--- config.mk ---
export PLATFORM = sky130hd
export DESIGN_NAME = hls_frame_ctrl
export DESIGN_NICKNAME = d
export VERILOG_FILES = /design/src/rtl/hls_frame_ctrl.sv
export SDC_FILE = /design/constraint.sdc
export NUM_CORES = 1
export LEC_CHECK = 0
export BUFFER_PORTS_ARGS = -buffer_cell sky130_fd_sc_hd__buf_2
export CORE_MARGIN = 8
export CORE_UTILIZATION = 45
export DETAILED_ROUTE_END_ITERATION = 12
export PLACE_DENSITY_LB_ADDON = 0.08
export SLEW_MARGIN = 20
export SYNTH_ARGS = -nofsm -noshare
export SYNTH_HDL_FRONTEND = slang
export SYNTH_SLANG_ARGS = --single-unit
export TNS_END_PERCENT = 100
--- constraint.sdc ---
create_clock -name clk -period 4.7 [get_ports clk]
set_input_delay 0.94 -clock clk [delete_from_list [all_inputs] [get_ports clk]]
set_output_delay 0.94 -clock clk [all_outputs]
set_load 0.03 [all_outputs]
--- src/rtl/hls_frame_ctrl.sv ---
// Frame-level sequencer for an HLS pixel block: debounced mode switch, frame-synchronous
// mode hand-off, single-outstanding start/ready/done handshake, drop and pixel accounting.
//
// state | meaning
// IDLE  | waiting for a pixel strobe; mode updates apply here
// START | ap_start asserted, waiting for ap_ready
// WAIT  | accepted by the block, waiting for ap_done
module hls_frame_ctrl #(
  parameter int unsigned DEB_CYCLES = 16
) (
  input  logic        clk,
  input  logic        reset,
  input  logic [1:0]  mode_sw,
  input  logic        vsync_i,
  input  logic        da_i_en,
  input  logic        ap_ready,
  input  logic        ap_done,
  input  logic        ovf_clr,
  output logic        ap_start,
  output logic [7:0]  mode_o,
  output logic        busy_o,
  output logic        ovf_o,
  output logic [15:0] drop_cnt_o,
  output logic [21:0] frame_pix_o
);

  localparam logic [7:0] DEB_RELOAD = 8'(DEB_CYCLES - 2);

  typedef enum logic [1:0] {
    IDLE  = 2'd0,
    START = 2'd1,
    WAIT  = 2'd2
  } state_t;

  state_t      r_state, w_state_nxt;
  logic [1:0]  r_sw_s1, r_sw_s2, r_sw_last, r_mode_deb, r_mode;
  logic [7:0]  r_deb_cnt;
  logic        r_vsync_d, r_mode_pend, r_ovf;
  logic [15:0] r_drop_cnt;
  logic [21:0] r_pix_cnt, r_frame_pix;
  logic        w_vs_rise, w_drop, w_done_acc, w_to_idle;

  assign w_vs_rise = vsync_i & ~r_vsync_d;
  assign w_drop    = da_i_en & (r_state != IDLE);
  assign w_to_idle = (r_state != IDLE) & (w_state_nxt == IDLE);

  always_comb begin
    w_state_nxt = r_state;
    w_done_acc  = 1'b0;
    case (r_state)
      IDLE:  if (da_i_en) w_state_nxt = START;
      START: if (ap_ready) begin
               w_state_nxt = ap_done ? IDLE : WAIT;
               w_done_acc  = ap_done;
             end
      WAIT:  if (ap_done) begin
               w_state_nxt = IDLE;
               w_done_acc  = 1'b1;
             end
      default: w_state_nxt = IDLE;
    endcase
  end

  always_ff @(posedge clk) begin
    if (reset) r_state <= IDLE;
    else       r_state <= w_state_nxt;
  end

  // Debounce counts down from the moment the synchronized value changes; terminal count loads it.
  always_ff @(posedge clk) begin
    if (reset) begin
      r_sw_s1    <= 2'b00;
      r_sw_s2    <= 2'b00;
      r_sw_last  <= 2'b00;
      r_mode_deb <= 2'b00;
      r_deb_cnt  <= 8'd0;
      r_vsync_d  <= 1'b0;
    end else begin
      r_sw_s1   <= mode_sw;
      r_sw_s2   <= r_sw_s1;
      r_sw_last <= r_sw_s2;
      r_vsync_d <= vsync_i;
      if (r_sw_s2 == r_mode_deb || r_sw_s2 != r_sw_last) r_deb_cnt <= DEB_RELOAD;
      else if (r_deb_cnt == 8'd0)                         r_mode_deb <= r_sw_s2;
      else                                                r_deb_cnt <= r_deb_cnt - 8'd1;
    end
  end

  // Mode only changes while no transaction is in flight; a mid-transaction frame start defers it.
  always_ff @(posedge clk) begin
    if (reset) begin
      r_mode      <= 2'b00;
      r_mode_pend <= 1'b0;
    end else if (w_vs_rise && r_state == IDLE) begin
      r_mode <= r_mode_deb;
    end else if (w_to_idle && (r_mode_pend || w_vs_rise)) begin
      r_mode      <= r_mode_deb;
      r_mode_pend <= 1'b0;
    end else if (w_vs_rise) begin
      r_mode_pend <= 1'b1;
    end
  end

  always_ff @(posedge clk) begin
    if (reset) begin
      r_ovf      <= 1'b0;
      r_drop_cnt <= 16'd0;
    end else if (ovf_clr) begin
      r_ovf      <= w_drop;
      r_drop_cnt <= {15'd0, w_drop};
    end else if (w_drop) begin
      r_ovf <= 1'b1;
      if (r_drop_cnt != 16'hFFFF) r_drop_cnt <= r_drop_cnt + 16'd1;
    end
  end

  always_ff @(posedge clk) begin
    if (reset) begin
      r_pix_cnt   <= 22'd0;
      r_frame_pix <= 22'd0;
    end else if (w_vs_rise) begin
      r_frame_pix <= (w_done_acc && r_pix_cnt != '1) ? r_pix_cnt + 22'd1 : r_pix_cnt;
      r_pix_cnt   <= 22'd0;
    end else if (w_done_acc && r_pix_cnt != '1) begin
      r_pix_cnt <= r_pix_cnt + 22'd1;
    end
  end

  assign ap_start    = (r_state == START);
  assign busy_o      = (r_state != IDLE);
  assign mode_o      = {6'b0, r_mode};
  assign ovf_o       = r_ovf;
  assign drop_cnt_o  = r_drop_cnt;
  assign frame_pix_o = r_frame_pix;

endmodule
== Word level (Yosys, flattened, before mapping) ==
Index checks and enable logic that the tools add are counted.
Operators by class
  multiplexer cells: 20
  bitwise gates (word level): 6
  reduce and logical (&&, ||, !) cells: 20
  eq/ne operators: 7
  $add $sub $neg: 3
Operators by type and width (count)
  $add 22x1->22 const B: 1
  $mux 22: 1
  $ne 22x22->1 const B: 1
  $add 16x1->16 const B: 1
  $ne 16x16->1 const B: 1
  $mux 2: 6
  $reduce_bool 2->1: 5
  $mux 1: 9
  $logic_not 8->1: 1
  $mux 4: 2
  $reduce_and 2->1: 4
  $sub 8x1->8 const B: 1
  $pmux 2 s3: 1
  $reduce_or 2->1: 3
  $logic_not 2->1: 2
  $and 1x1->1: 3
  $logic_and 1x1->1: 3
  $not 1->1: 3
  $eq 2x1->1 const B: 1
  $eq 2x2->1: 1
  $eq 2x2->1 const B: 1
  $logic_or 1x1->1: 2
  $ne 2x2->1: 1
  $ne 2x2->1 const B: 1
  $pmux 1 s2: 1
Word-level totals
  word-level logic and storage cells: 71
  bits of input ports: 9
  output and inout bits: 49
  flip-flop bits (word level): 83

== Depth between registers and ports, before layout ==
Gate-level depths: netlist (run 1).
  depth after elaboration: 8
  gate-level depth with buffers: 7
  mapped depth without buffers: 7

== Worst setup path before layout (run 1) ==
OpenSTA, ideal clock, no wires.
  kind: input -> register
  from: in ap_done
  to: reg r_frame_pix[17] (netlist: frame_pix_o[17])
  cell stages on the path: 5
  library setup time: 0.091 ns
  data required time: 4.609 ns
  path slack: 2.423 ns
  buffers on the path: 0
  arrival: 2.186 ns
  cell sequence: and2_1 -> nand4_4 -> a211o_1 -> or3_1 -> a311oi_1
On the way
  word-level cells in the longest chain between the ends: 4
  elaborated cells on any way between the ends: 5
  classes of those cells: mux: 4; reduce/logical: 1
Ends and longest elaborated chain
  start: declaration: line 17  | input logic ap_done,
  $mux 1 (on tied branches): line 56, 52
  $pmux 1 s2 (*): line 50  | case (r_state)
  $logic_and 1x1->1 (*): line 122  | r_frame_pix <= (w_done_acc && r_pix_cnt != '1) ? r_pix_cnt + 22'd1 : r_pix_cnt;
  $mux 22 (*)
  end signal: assignment: line 122
  end: declaration: line 40  | logic [21:0] r_pix_cnt, r_frame_pix;
Every way passes the cells marked *; elsewhere a longest branch is shown, timed or not.
A chain may end at the register's enable or synchronous reset.

== Worst setup path after layout (run 1) ==
  from: reg r_state[0]
  to: out busy_o
On the way
  word-level cells in the longest chain between the ends: 1
Ends and longest elaborated chain
  start: declaration: line 35  | state_t r_state, w_state_nxt;
  start signal: assignment: line 66  | else r_state <= w_state_nxt;
  $reduce_bool 2->1: line 130  | assign busy_o = (r_state != IDLE);
  end: declaration: line 21  | output logic busy_o,
Every way passes these cells.

==> flow_metrics.py, run 1 <==
metrics = {
    "pwr": {
        "powerDensity_nw_per_um2": 314,
        "p_leak_nw": 1.58,
        "ir_drop_uv": 146,
    },
    "sta": {
        "rsz0062_at_grt": "false",
        "maxSlewHeadroom_pct": 44.8,
        "skew_ns": 0.00682,
        "finalHoldViolations": 0,
        "drv_slew": 0,
        "worst_pin_slew_ns": 0.827,
        "final-setup-viol-count": 0,
        "max_freq_mhz": 415,
        "period_minus_slack_ns": 2.41,
        "period_share_pct": 51.3,
        "setup_ws_ns": 2.29,
        "setup_tns_ns": 0,
    },
    "critical_path": {
        "ff2ff_path_depth": 7,
        "critPathKind": "reg -> out",
        "cp_common_cell": "inv_1",
        "crit_family": "buffers and inverters",
        "worstSetupEndpoint": "busy_o",
        "worstPathRequired_ns": 3.76,
        "worstPathCellList": "inv_1 > ha_1 > inv_1 > buf_2",
        "r2r_end": "frame_pix_o[17]$_SDFFE_PP0P_",
        "path_max_fanout": 7,
        "ff2ff_setup_slack_ns": 2.46,
        "r2r_start": "r_state[0]$_SDFF_PP0_",
        "slowest_stage": "dfxtp_1",
        "path_buf_inv": 3,
        "start_kind": "flop",
        "critPathLaunch": "r_state[0]$_SDFF_PP0_",
        "max_stage_delay_ns": 0.40,
        "cp-end-kind": "output pin",
        "cp.depth": 4,
        "critical_path_arrival_ns": 1.47,
    },
    "clock_tree": {
        "postCtsHoldBufs": 0,
        "ctsLongestPathBuffers": 2,
        "cts_resized": 0,
        "clock_sinks": 83,
        "numCtsBuffers": 9,
        "cts_tree": "done",
        "path_clk_slew_ns": 0.09,
        "clock_latency_ns": 0.35,
        "root_buffer": "clkbuf_8",
        "htree_levels": 3,
        "post_cts_buffers": 0,
    },
    "routing": {
        "drc": 0,
        "wl_per_cell_microns": 13.7,
        "ant_nets": 0,
        "routed_wl_microns": 7990,
        "viasPerCell": 5.23,
        "drt_iter0_drc": 67,
        "dr.pass1.iters": 4,
        "routed-via-count": 3052,
    },
    "floorplanning": {
        "die_w_microns": 108,
        "core-area_sq_um": 8220,
        "die_area_sq_um": 11700,
        "die_h_microns": 108,
        "pin_count": 58,
        "row_count": 33,
        "initial_core_util_pct": 46.4,
    },
    "finish": {
        "multi_input_area_sq_um": 2030,
        "fin_nets": 489,
        "drive_gt1_share_pct": 18.2,
        "final_common_cell": "dfxtp_1",
        "antenna_cells": 0,
        "seqCellArea_sq_um": 1660,
        "final_cell_mix": "83 x dfxtp_1, 68 x nor2_1, 51 x buf_2, 28 x xnor2_1, 26 x a211oi_1",
        "syn2layout_area_growth_pct": 12.9,
        "num-fill-cells": 796,
    },
    "place": {
        "gp_congestion": 0.834,
        "dp_slack_ns": 2.20,
        "dp_hpwl_microns": 5750,
        "io_buffers": 51,
    },
    "synth": {
        "synth_seq_cells": 83,
        "async_flop_share_pct": 0,
        "synth_edf_count": 0,
        "syn_avg_cell_area_sq_um": 8.92,
        "yosysWarnings": 0,
        "synth_cells": 428,
        "synth_area_leader_cell": "dfxtp_1",
        "yosysUniqueCellTypes": 50,
        "yosys-top-cells-area": "dfxtp_1 44%, nor2_1 6.7%, xnor2_1 6.4%",
        "ys_seq_area_share_pct": 43.5,
        "synth_top_area_share_pct": 43.5,
        "netlist_area_sq_um": 3820,
        "synth_ff_type": "dfxtp_1",
    },
    "global_routing": {
        "grt.met3_usage_pct": 3.09,
        "antenna_found_initial": 0,
        "top_usage_layer": "met2",
        "grt_overflow_total": 0,
        "grt_pass1_wl_microns": 13200,
        "grt_pass1_vias": 2804,
        "grt_start_max_net_pins": 46,
        "grtUsageMet1_pct": 16.2,
        "grt_use_met2_pct": 23.1,
        "track_usage_pct": 13.9,
    },
    "min_path": {
        "hp-start": "r_sw_s1[1]$_SDFF_PP0_",
        "hp-class": "reg -> reg",
    },
    "outcome": {
        "status": "completed",
    },
    "flow_run": {
        "maxCapViolations": 0,
    },
}
sequential cells by signal, indices dropped and copies added (netlist names):
register     cells
r_sw_s2          2
ovf_o            1
frame_pix_o     22
r_sw_last        2
r_deb_cnt        8
r_state          2
r_sw_s1          2
drop_cnt_o      16
r_mode           2
r_mode_deb       2
r_pix_cnt       22
r_mode_pend      1
r_vsync_d        1
per-stage QoR:
| step | util (%) | std cells | total power [mW] | hold WS [ns] | cell area (sq um) |
|---|---|---|---|---|---|
| global placement | 50.1 | 567 | 0.895 | 0.414 | 4120 |
| finish | 52.4 | 583 | 1.35 | 0.448 | 4310 |
| CTS | 52.4 | 583 | 1.38 | 0.453 | 4300 |
| detailed placement | 50.1 | 567 | 0.897 | 0.431 | 4120 |
| floorplan | - | 433 | 0.865 | 0.414 | 3830 |
| global route | 52.4 | 583 | 1.42 | 0.461 | 4310 |
worst min-delay path by stage:
| stage | cells past startpoint | slack [ns] | to |
|---|---|---|---|
| 5_1_grt | 1 | 0.46 | r_sw_s2[0]$_SDFF_PP0_ |
| 4_1_cts | 1 | 0.45 | r_sw_s2[1]$_SDFF_PP0_ |
| 2_1_floorplan | 1 | 0.41 | r_sw_s2[0]$_SDFF_PP0_ |
| 6_report | 1 | 0.45 | r_sw_s2[1]$_SDFF_PP0_ |
| 3_3_place_gp | 1 | 0.41 | r_sw_s2[1]$_SDFF_PP0_ |
| 3_5_place_dp | 1 | 0.43 | r_sw_s2[1]$_SDFF_PP0_ |
synthesized netlist by cell type, types with 5 or more instances:
library cell / number
clkbuf_1: 15
and4_1: 5
nor3_1: 6
buf_4: 6
a21oi_1: 24
nor2b_1: 13
nand2_1: 20
inv_1: 8
dfxtp_1: 83
o21ai_0: 8
a311oi_1: 5
nor2_1: 68
nand2b_1: 8
or2_2: 6
nand4_1: 11
a211oi_1: 26
ha_1: 7
nor4_1: 6
xor2_1: 11
nand3_1: 14
xnor2_1: 28
or3_1: 5
cell families (layout without fill, tap and decap cells):
kind of cell / after synthesis / after routing / synth area share (%)
flops: 83 / 83 / 43.5
compound gates: 82 / 82 / 14.8
xor+xnor: 39 / 39 / 8.95
buf+inv: 32 / 77 / 3.97
other cells: 1 / 6 / 0.0983
mux: 5 / 5 / 1.34
fa+ha+maj: 7 / 7 / 2.29
simple gates: 179 / 179 / 25.0
final cells by class:
cell class	instances	area share (%)
repair buffers	53	6.27
well taps	105	3.05
clock buffers	10	3.19
clock inverters	6	1.10
flip-flops and latches	83	38.6
multi-input cells	318	47.1
inverters	8	0.697
per-layer routing:
layer	part of all wire [%]	vias to the layer above
met5	0	-
met4	2.0	0
met3	4.4	15
li1	-	1601
met1	46	1392
met2	48	44
power breakdown:
group	total, mW	switching [mW]	internal (mW)	leakage, nW
clock network	0.476	0.266	0.210	0.0815
registers	0.734	0.0120	0.722	0.675
logic	0.144	0.0970	0.0467	0.827
total	1.35	0.375	0.979	1.58
(Power assumes the default switching activity.)
==> run 2: changes to the inputs <==
Clock period 4.7 ns to 1.95 ns, I/O delays scaled along.
==> flow_metrics.py, run 2 (synthesis gave the netlist of run 1 again) <==
metrics = {
    "outcome": {
        "status": "completed",
    },
    "sta": {
        "max_freq_mhz": 515,
        "drv_slew": 0,
        "period_minus_slack_ns": 1.94,
        "setup_tns_ns": 0,
        "maxSlewHeadroom_pct": 65.6,
        "finalHoldViolations": 0,
        "worst_pin_slew_ns": 0.503,
        "skew_ns": 0.0137,
        "final-setup-viol-count": 0,
        "period_share_pct": 99.6,
        "rsz0062_at_grt": "true",
    },
    "clock_tree": {
        "htree_levels": 3,
        "cts_tree": "done",
        "root_buffer": "clkbuf_8",
        "clock_sinks": 83,
        "ctsLongestPathBuffers": 2,
        "numCtsBuffers": 9,
        "path_clk_slew_ns": 0.08,
        "postCtsHoldBufs": 0,
        "clock_latency_ns": 0.36,
    },
    "finish": {
        "final_cell_mix": "76 x dfxtp_1, 67 x nor2_1, 51 x buf_2, 32 x buf_4, 28 x xnor2_1",
        "num-fill-cells": 788,
        "antenna_cells": 0,
        "final_common_cell": "dfxtp_1",
        "fin_area_sq_um": 4630,
        "fin_nets": 520,
        "drive_gt1_share_pct": 26.7,
        "post-route-util_pct": 56.3,
        "syn2layout_area_growth_pct": 21.3,
    },
    "pwr": {
        "powerDensity_nw_per_um2": 699,
        "ir_drop_uv": 440,
        "p_leak_nw": 1.74,
        "total_power_mw": 3.24,
    },
    "floorplanning": {
        "row_count": 33,
        "die_area_sq_um": 11700,
        "core-area_sq_um": 8220,
        "initial_core_util_pct": 46.4,
        "pin_count": 58,
        "die_w_microns": 108,
        "die_h_microns": 108,
    },
    "place": {
        "dp_hpwl_microns": 6470,
        "dpl-instance-area_sq_um": 4380,
        "io_buffers": 51,
        "gp_congestion": 0.890,
    },
    "routing": {
        "ant_nets": 0,
        "wl_per_cell_microns": 14.2,
        "dr.pass1.iters": 4,
        "viasPerCell": 5.27,
        "drc": 0,
        "drt_iter0_drc": 82,
        "routed-via-count": 3236,
        "routed_wl_microns": 8690,
    },
    "global_routing": {
        "grt_start_max_net_pins": 46,
        "grt_pass1_wl_microns": 14700,
        "track_usage_pct": 15.4,
        "grt_overflow_total": 0,
        "antenna_found_initial": 0,
        "grt_pass1_vias": 3138,
    },
    "critical_path": {
        "critical_path_arrival_ns": 2.21,
        "worstPathRequired_ns": 2.21,
        "path_max_fanout": 4,
        "cp-end-kind": "flop",
        "start_kind": "flop",
        "critPathKind": "reg -> reg",
    },
    "flow_run": {
        "maxCapViolations": 0,
    },
    "min_path": {
        "hp-class": "in -> reg",
    },
}
-- run 2: timing repair --
action	in CTS	in global routing
resized for setup	0	18
buffers inserted	0	0
pin swaps	2	4
endpoints found under the setup margin	2	22
hold endpoints to repair	0	0
-- run 2: power breakdown --
| group | leakage, nW | internal, mW | switching, mW |
|---|---|---|---|
| clock network | 0.0726 | 0.462 | 0.611 |
| registers | 0.679 | 1.74 | 0.0289 |
| logic | 0.991 | 0.144 | 0.251 |
| total | 1.74 | 2.35 | 0.891 |
-- run 2: per-layer routing --
metal / global-route usage (%) / routed length (microns)
met5: 0 / 0
met4: 6.44 / 187
met1: 18.9 / 4030
met2: 25.5 / 4150
met3: 3.51 / 324
-- run 2: cell type report --
class / count / area, sq um / area share [%]
multi-input combinational: 318 / 2120 / 45.8
sequential: 83 / 1670 / 36.1
timing repair buffer: 84 / 515 / 11.1
clock buffer: 12 / 135 / 2.92
tap: 105 / 131 / 2.84
inverter: 8 / 30.0 / 0.649
clock inverter: 4 / 27.5 / 0.595
-- run 2: metrics by stage --
stage                     std cells  hold slack (ns)  setup WS (ns)
after CTS                       614            0.259        -0.0252
final                           614            0.259        0.00871
after detailed placement        598            0.424        -0.0181
after floorplan                 433            0.414        0.00440
after global routing            614            0.264        -0.0791
after global placement          598            0.424         0.0478
-- run 2: worst max-delay path, stage by stage, from the launching register on --
cell	delay (ns)
dfxtp_2	0.34
inv_1	0.08
ha_4	0.27
and2_4	0.16
nand4_4	0.09
a211o_1	0.29
or3_4	0.39
a311oi_2	0.22
-- run 2: path summary, 6_finish.rpt --
| check | from | to | slack, ns | depth (start not counted) |
|---|---|---|---|---|
| worst max-delay path | r_state[0]$_SDFF_PP0_ | frame_pix_o[17]$_SDFFE_PP0P_ | 0.009 | 7 |
| worst min-delay path | mode_sw[0] | r_sw_s1[0]$_SDFF_PP0_ | 0.26 | 2 |
| worst max register to register | r_state[0]$_SDFF_PP0_ | frame_pix_o[17]$_SDFFE_PP0P_ | 0.009 | 7 |
| worst min register to register | r_sw_s1[0]$_SDFF_PP0_ | r_sw_s2[0]$_SDFF_PP0_ | 0.44 | 1 |
==> run 3: changes to the inputs <==
==> constraint.sdc (replaced) <==
create_clock -name clk -period 1.95 [get_ports clk]
set_input_delay 0.195 -clock clk [delete_from_list [all_inputs] [get_ports clk]]
set_output_delay 0.195 -clock clk [all_outputs]
set_load 0.03 [all_outputs]
==> flow_metrics.py, run 3 (synthesis gave the netlist of run 1 again) <==
metrics = {
    "routing": {
        "drc": 0,
        "routed_wl_microns": 8690,
        "drt_iter0_drc": 95,
        "dr.pass1.iters": 4,
        "routed-via-count": 3219,
        "viasPerCell": 5.27,
        "wl_per_cell_microns": 14.2,
        "ant_nets": 0,
    },
    "place": {
        "gp_congestion": 0.883,
        "dp_hpwl_microns": 6450,
        "post-place-cells": 596,
        "dp_slack_ns": -0.0215,
        "dpl-instance-area_sq_um": 4360,
        "io_buffers": 51,
    },
    "global_routing": {
        "grt_pass1_wl_microns": 14400,
        "antenna_found_initial": 0,
        "grt_start_max_net_pins": 25,
        "grt_overflow_total": 0,
        "track_usage_pct": 15.2,
        "grt_pass1_vias": 3134,
    },
    "floorplanning": {
        "die_w_microns": 108,
        "row_count": 33,
        "pin_count": 58,
        "core-area_sq_um": 8220,
        "die_h_microns": 108,
        "initial_core_util_pct": 46.4,
        "die_area_sq_um": 11700,
    },
    "sta": {
        "setup_tns_ns": 0,
        "finalHoldViolations": 0,
        "max_freq_mhz": 525,
        "period_share_pct": 97.7,
        "period_minus_slack_ns": 1.91,
        "setup_ws_ns": 0.0449,
        "drv_slew": 0,
        "maxSlewHeadroom_pct": 64.4,
        "skew_ns": 0.0147,
        "rsz0062_at_grt": "true",
        "hold_ws_ns": 0.0441,
        "worst_pin_slew_ns": 0.521,
        "final-setup-viol-count": 0,
    },
    "pwr": {
        "p_leak_nw": 1.77,
        "powerDensity_nw_per_um2": 782,
        "ir_drop_uv": 407,
        "total_power_mw": 3.66,
    },
    "clock_tree": {
        "ctsLongestPathBuffers": 2,
        "htree_levels": 3,
        "numCtsBuffers": 9,
        "post_cts_buffers": 0,
        "clock_sinks": 83,
        "cts_tree": "done",
        "postCtsHoldBufs": 0,
        "path_clk_slew_ns": 0.09,
        "root_buffer": "clkbuf_8",
        "clock_latency_ns": 0.36,
    },
    "critical_path": {
        "path_buf_inv": 1,
        "worstPathCellList": "inv_2 > ha_4 > and2_4 > nand4_4 > a211o_1 > or3_4 > a311oi_2",
        "start_kind": "flop",
        "cp-end-kind": "flop",
        "critical_path_arrival_ns": 2.17,
        "critPathKind": "reg -> reg",
        "worstPathRequired_ns": 2.22,
        "max_stage_delay_ns": 0.35,
        "crit_family": "simple AND/OR/NAND/NOR gates",
        "slowest_stage": "or3_4",
        "path_max_fanout": 4,
    },
    "finish": {
        "fin_area_sq_um": 4670,
        "final_common_cell": "dfxtp_1",
        "fin_nets": 518,
        "drive_gt1_share_pct": 26.5,
        "antenna_cells": 0,
        "post-route-util_pct": 56.9,
        "final_cell_mix": "76 x dfxtp_1, 68 x nor2_1, 51 x buf_2, 31 x buf_4, 28 x xnor2_1",
        "layoutNonFillerInstCount": 611,
        "syn2layout_area_growth_pct": 22.5,
        "num-fill-cells": 762,
    },
    "flow_run": {
        "maxCapViolations": 0,
    },
    "min_path": {
        "hp-class": "in -> reg",
    },
    "outcome": {
        "status": "completed",
    },
}
[run 3: where the power goes]
part	total [mW]	switching [mW]	leakage [nW]	internal, mW
Sequential	1.77	0.0301	0.679	1.74
Combinational	0.391	0.250	0.977	0.141
Clock	1.49	0.612	0.120	0.882
[run 3: metal layers]
metal,GRT usage [%],up-vias,share of wire [%]
met2,25.2,52,48
met4,5.35,0,1.3
met3,4.10,11,3.9
met1,18.4,1498,47
met5,0,-,0
li1,-,1658,-
[run 3: worst paths after layout]
check / start / end / slack [ns] / cells past startpoint
setup / recovery: r_state[1]$_SDFF_PP0_ / frame_pix_o[17]$_SDFFE_PP0P_ / 0.04 / 7
hold / removal: mode_sw[1] / r_sw_s1[1]$_SDFF_PP0_ / 0.04 / 2
setup reg to reg: r_state[1]$_SDFF_PP0_ / frame_pix_o[17]$_SDFFE_PP0P_ / 0.04 / 7
hold reg to reg: r_sw_s1[1]$_SDFF_PP0_ / r_sw_s2[1]$_SDFF_PP0_ / 0.44 / 1
[run 3: area by class of cell]
| cell class | count | area (sq um) | area share (%) |
|---|---|---|---|
| Sequential cell | 83 | 1670 | 35.7 |
| Inverter | 8 | 30.0 | 0.642 |
| Multi-Input combinational cell | 318 | 2110 | 45.2 |
| Clock inverter | 4 | 98.8 | 2.11 |
| Tap cell | 105 | 131 | 2.81 |
| Clock buffer | 11 | 141 | 3.02 |
| Timing Repair Buffer | 82 | 488 | 10.4 |
[run 3: what timing repair did]
item                                    CTS  global route
pin swaps                                 3             4
endpoints found under the setup margin    2            17
gates cloned                              0             0
resized for setup                         3            13
